## src/rtl/frame_stats.sv

```systemverilog
// Frame statistics: accumulates a DEPTH-sample frame into a signed sum and
// a peak absolute value, then holds the result until downstream takes it.
module frame_stats #(
  parameter int WIDTH      = 36,
  parameter int DEPTH      = 16,
  parameter int ADDR_WIDTH = $clog2(DEPTH),
  parameter int SUM_WIDTH  = WIDTH + ADDR_WIDTH
) (
  input  logic                        clk_i,
  input  logic                        rst_i,
  input  logic                        frame_start_i,
  input  logic signed [WIDTH-1:0]     sample_i,
  input  logic                        sample_valid_i,
  output logic                        sample_ready_o,
  output logic signed [SUM_WIDTH-1:0] sum_o,
  output logic        [WIDTH-1:0]     peak_o,
  output logic                        result_valid_o,
  input  logic                        result_ready_i,
  output logic                        busy_o,
  output logic                        frame_drop_o,
  output logic        [ADDR_WIDTH:0]  sample_count_o
);

  typedef enum logic [1:0] {
    IDLE    = 2'd0,
    COLLECT = 2'd1,
    RESULT  = 2'd2
  } state_e;

  localparam logic [ADDR_WIDTH:0] LAST = (ADDR_WIDTH + 1)'(DEPTH - 1);

  state_e                 state_q, state_d;
  logic [ADDR_WIDTH:0]    count_q, count_d;
  logic signed [SUM_WIDTH-1:0] acc_sum_q, acc_sum_d;
  logic [WIDTH-1:0]       acc_peak_q, acc_peak_d;
  logic signed [SUM_WIDTH-1:0] sum_q, sum_d;
  logic [WIDTH-1:0]       peak_q, peak_d;
  logic                   drop_q, drop_d;

  logic [WIDTH-1:0]            abs_s;
  logic signed [SUM_WIDTH-1:0] sum_nxt;
  logic [WIDTH-1:0]            peak_nxt;

  // Negating the most negative value yields 2^(WIDTH-1) read as unsigned.
  always_comb begin
    abs_s = sample_i[WIDTH-1] ? $unsigned(-sample_i)
                              : $unsigned(sample_i);
    sum_nxt  = acc_sum_q + SUM_WIDTH'(sample_i);
    peak_nxt = (abs_s > acc_peak_q) ? abs_s : acc_peak_q;
  end

  always_comb begin
    state_d    = state_q;
    count_d    = count_q;
    acc_sum_d  = acc_sum_q;
    acc_peak_d = acc_peak_q;
    sum_d      = sum_q;
    peak_d     = peak_q;
    drop_d     = 1'b0;
    unique case (state_q)
      IDLE: begin
        if (frame_start_i) begin
          state_d    = COLLECT;
          count_d    = '0;
          acc_sum_d  = '0;
          acc_peak_d = '0;
        end
      end
      COLLECT: begin
        drop_d = frame_start_i;
        if (sample_valid_i) begin
          acc_sum_d  = sum_nxt;
          acc_peak_d = peak_nxt;
          count_d    = count_q + 1'b1;
          if (count_q == LAST) begin
            state_d = RESULT;
            sum_d   = sum_nxt;
            peak_d  = peak_nxt;
          end
        end
      end
      RESULT: begin
        drop_d = frame_start_i;
        if (result_ready_i) begin
          state_d = IDLE;
          count_d = '0;
        end
      end
      default: state_d = IDLE;
    endcase
  end

  always_ff @(posedge clk_i) begin
    if (rst_i) begin
      state_q    <= IDLE;
      count_q    <= '0;
      acc_sum_q  <= '0;
      acc_peak_q <= '0;
      sum_q      <= '0;
      peak_q     <= '0;
      drop_q     <= 1'b0;
    end else begin
      state_q    <= state_d;
      count_q    <= count_d;
      acc_sum_q  <= acc_sum_d;
      acc_peak_q <= acc_peak_d;
      sum_q      <= sum_d;
      peak_q     <= peak_d;
      drop_q     <= drop_d;
    end
  end

  assign sample_ready_o = (state_q == COLLECT);
  assign result_valid_o = (state_q == RESULT);
  assign busy_o         = (state_q != IDLE);
  assign sum_o          = sum_q;
  assign peak_o         = peak_q;
  assign frame_drop_o   = drop_q;
  assign sample_count_o = count_q;

endmodule

```

## config.mk

```make
export PLATFORM = sky130hd
export DESIGN_NAME = frame_stats
export DESIGN_NICKNAME = d
export VERILOG_FILES = /design/src/rtl/frame_stats.sv
export SDC_FILE = /design/constraint.sdc
export NUM_CORES = 1
export LEC_CHECK = 0
export ABC_AREA = 1
export CORE_MARGIN = 2
export CORE_UTILIZATION = 46
export DETAILED_ROUTE_END_ITERATION = 8
export PLACE_DENSITY = 0.67
export SYNTH_ARGS = -nofsm -noshare
export SYNTH_HDL_FRONTEND = slang
export SYNTH_SLANG_ARGS = --single-unit
```

## constraint.sdc

```tcl
create_clock -name clk_i -period 4.8 [get_ports clk_i]
set_input_delay 1.2 -clock clk_i [delete_from_list [all_inputs] [get_ports clk_i]]
set_output_delay 1.2 -clock clk_i [all_outputs]
set_load 0.02 [all_outputs]
```

==> impl_metrics.ini <==
[cells_and_area]
drive_gt1_frac = 0.0533
fillCellCount = 2620
regArea_um2 = 3200
mostFrequentLayoutCells = nand2_1 (623), inv_1 (250), dfxtp_1 (160)
antennaDiodeCount = 0
areaGrowthSynthToFinish_pct = 19.1
layout_commonest_cell = nand2_1
final_util = 0.557
instances_no_fill = 2339
finalNetCount = 2122
final_cell_area_um2 = 14000
multiInputGateArea_um2 = 7340

[place]
pre_cts_ws_ps = 19.8
routabilityCongestion = 0.972
placed_cell_area_um2 = 13500
dp_hpwl_mm = 29.2
post-place-cells = 2308
port_buffers = 125

[yosys]
muxShareOfSynthArea = 0
synth_cell_type_count = 43
synth_warnings = 0
synth_compound_area_frac = 0.151
syn-num-nets = 2008
synth-edff-count = 0
synthFlopType = dfxtp_1
synth_top_area_cell = dfxtp_1
synth_top_family_by_area = simple AND/OR/NAND/NOR gates
yosysSeqAreaShare = 0.272
synth_area_leaders = dfxtp_1 (27%), nand2_1 (20%), ha_1 (8.8%)
synth_seq_cells = 160
avgSynthCellArea_um2 = 6.25
synth_fa_ha_area_frac = 0.0899
syn_inst = 1883
syn_area_um2 = 11800
synth_top_area_share = 0.272
synth-simple-area-share = 0.351
synthArstFlopShare = 0
synth-xor-area-share = 0.0297

[critical_path]
ff2ff_setup_slack_ps = 1960
critPathLaunch = sample_i[8]
critical_path.max_fanout = 7
cp_cell_sequence = clkdlybuf4s50_1, nor2_1, nand2_1, nor2_1, and2_1, nand3_1, nand2_1, nand2_1, nand2_1, inv_1, ha_1, nand2_1, nor2_2, nand2_2, nor2_1, inv_1, a21oi_1, nor2_1, nor2_2, nand2_1, nand3_1, a21oi_1
critPathSlowestCell = clkdlybuf4s50_1
worst_r2r_endpoint = acc_sum_q[18]$_SDFFE_PP0P_
start_kind = input pin
crit_path_end = acc_peak_q[32]$_SDFFE_PP0P_
critPathKind = in2reg
r2r-start = acc_sum_q[0]$_SDFFE_PP0P_
critical_path.endpoint_type = flop
reg2regPathDepth = 15
path_common_cell = nand2_1
cpPeakStageDelay_ps = 520
arrival_ps = 4610
crit_required_ps = 5080

[timing]
rsz0062_at_grt = no
worstMarginPinSlew_ps = 962
clock_skew_ps = 13.8
fin_ws_ps = 471
period_minus_slack_ps = 4330
setup_viol = 0
hold_slack_ps = 466
period_share = 0.902
tns_ps = 0
max_freq_mhz = 231
relSlewSlack = 0.359
hold_viol_final = 0
finalMaxSlewViolations = 0

[floorplan]
die_y_um = 164
core_area_um2 = 25200
io_pins = 126
die_w_um = 164
initial_core_util = 0.468
rows = 58
die-area_um2 = 26900

[power]
power.total_mw = 5.25
p_leak_nw = 6.73
ir_drop_uv = 221
powerDensity_nw_per_um2 = 374

[global_route]
grt_max_degree = 79
antenna_found_initial = 0
overflow = 0
grt_pass1_wl_mm = 59.7
grt_usage = 0.283
grt_pass1_vias = 11600

[route]
drc = 0
ant_nets = 0
wirelength_mm = 37.2
via_per_inst = 5.15
first_iter_violations = 729
dr.pass1.iters = 5
wire_per_inst_um = 15.9
vias = 12000

[clock_network]
clk_pin_slew_ps = 70
root_buffer = clkbuf_16
clk_latency_ps = 440
clock_sinks = 160
cts_tree = yes
cts_max_level = 4
cts_max_path_buffers = 2
cts_buffers = 17

[run_status]
status = completed

[min_path]
hp-class = reg2reg

[flow_run]
maxCapViolCount = 0
[routing by layer]
layer | track usage | vias up | routed length, um
li1 | - | 6225 | -
met1 | 0.356 | 5505 | 16800
met2 | 0.502 | 252 | 18000
met3 | 0.0240 | 64 | 1320
met4 | 0.106 | 0 | 1160
met5 | 0 | - | 0
[where the power goes]
part	switching (mW)	internal [mW]	total (mW)	leakage, nW
sequential	0.0787	1.47	1.55	1.29
combinational	1.59	0.775	2.36	5.17
clock	0.657	0.682	1.34	0.265
total	2.32	2.93	5.25	6.73
[worst max-delay path, delay by kind of cell]
| kind | cells | cell delay, ps |
|---|---|---|
| buf+inv | 3 | 640 |
| compound gates | 2 | 180 |
| fa+ha+maj | 1 | 270 |
| simple gates | 16 | 2310 |
[Yosys cell counts, types with 2 or more instances]
cell type and instances:
nor3_1 14, o211ai_1 5, buf_6 6, dfxtp_1 160
nor2_4 5, buf_2 12, o21a_1 46, a21boi_0 2
inv_1 251, clkbuf_1 36, nor2_1 141, a21o_1 3
nand3_2 13, nand4_1 16, nand3b_1 22, or2_2 2
inv_2 2, o21bai_1 30, a21oi_1 154, xor2_1 32
o21ai_1 3, nand3_1 116, xnor2_1 8, nand2_2 5
nor4_1 2, and2_1 2, ha_1 83, o21ai_0 63
nor2_2 6, nand2_1 623, buf_1 8
[logic make-up after synthesis]
kind of cell / count (synthesis)
AOI/OAI and AO/OA: 310
xor gates and xnor gates: 40
and+or+nand+nor: 972
adders and majority gates: 84
DFF: 160
buffers and inverters: 317
[cell type report]
class | count | share of cell area
Multi-Input combinational cell | 1406 | 0.523
Sequential cell | 160 | 0.228
Timing Repair Buffer | 158 | 0.112
Inverter | 254 | 0.0682
Clock buffer | 18 | 0.0306
Tap cell | 330 | 0.0294
Clock inverter | 13 | 0.00848
[worst min path at each step]
stage / slack [ps] / start / cells past startpoint / to
4_1_cts: 470 / acc_peak_q[5]$_SDFFE_PP0P_ / 2 / acc_peak_q[5]$_SDFFE_PP0P_
3_3_place_gp: 450 / acc_peak_q[17]$_SDFFE_PP0P_ / 2 / acc_peak_q[17]$_SDFFE_PP0P_
3_5_place_dp: 460 / acc_peak_q[5]$_SDFFE_PP0P_ / 2 / acc_peak_q[5]$_SDFFE_PP0P_
6_report: 470 / acc_peak_q[5]$_SDFFE_PP0P_ / 2 / acc_peak_q[5]$_SDFFE_PP0P_
5_1_grt: 480 / acc_peak_q[2]$_SDFFE_PP0P_ / 2 / acc_peak_q[2]$_SDFFE_PP0P_
2_1_floorplan: 440 / acc_sum_q[3]$_SDFFE_PP0P_ / 2 / acc_sum_q[3]$_SDFFE_PP0P_
[state kept, by name, summed over array words and instances, names as in the netlist]
name / cells
acc_sum_q: 40
sum_o: 40
acc_peak_q: 36
peak_o: 36
sample_count_o: 5
state_q: 2
frame_drop_o: 1
[what timing repair did]
item	CTS	global route
hold buffers	0	0
resized for setup	0	1
buffers inserted	0	0
endpoints found under the setup margin	0	1
No activity file was read; power rests on OpenSTA's default activity.
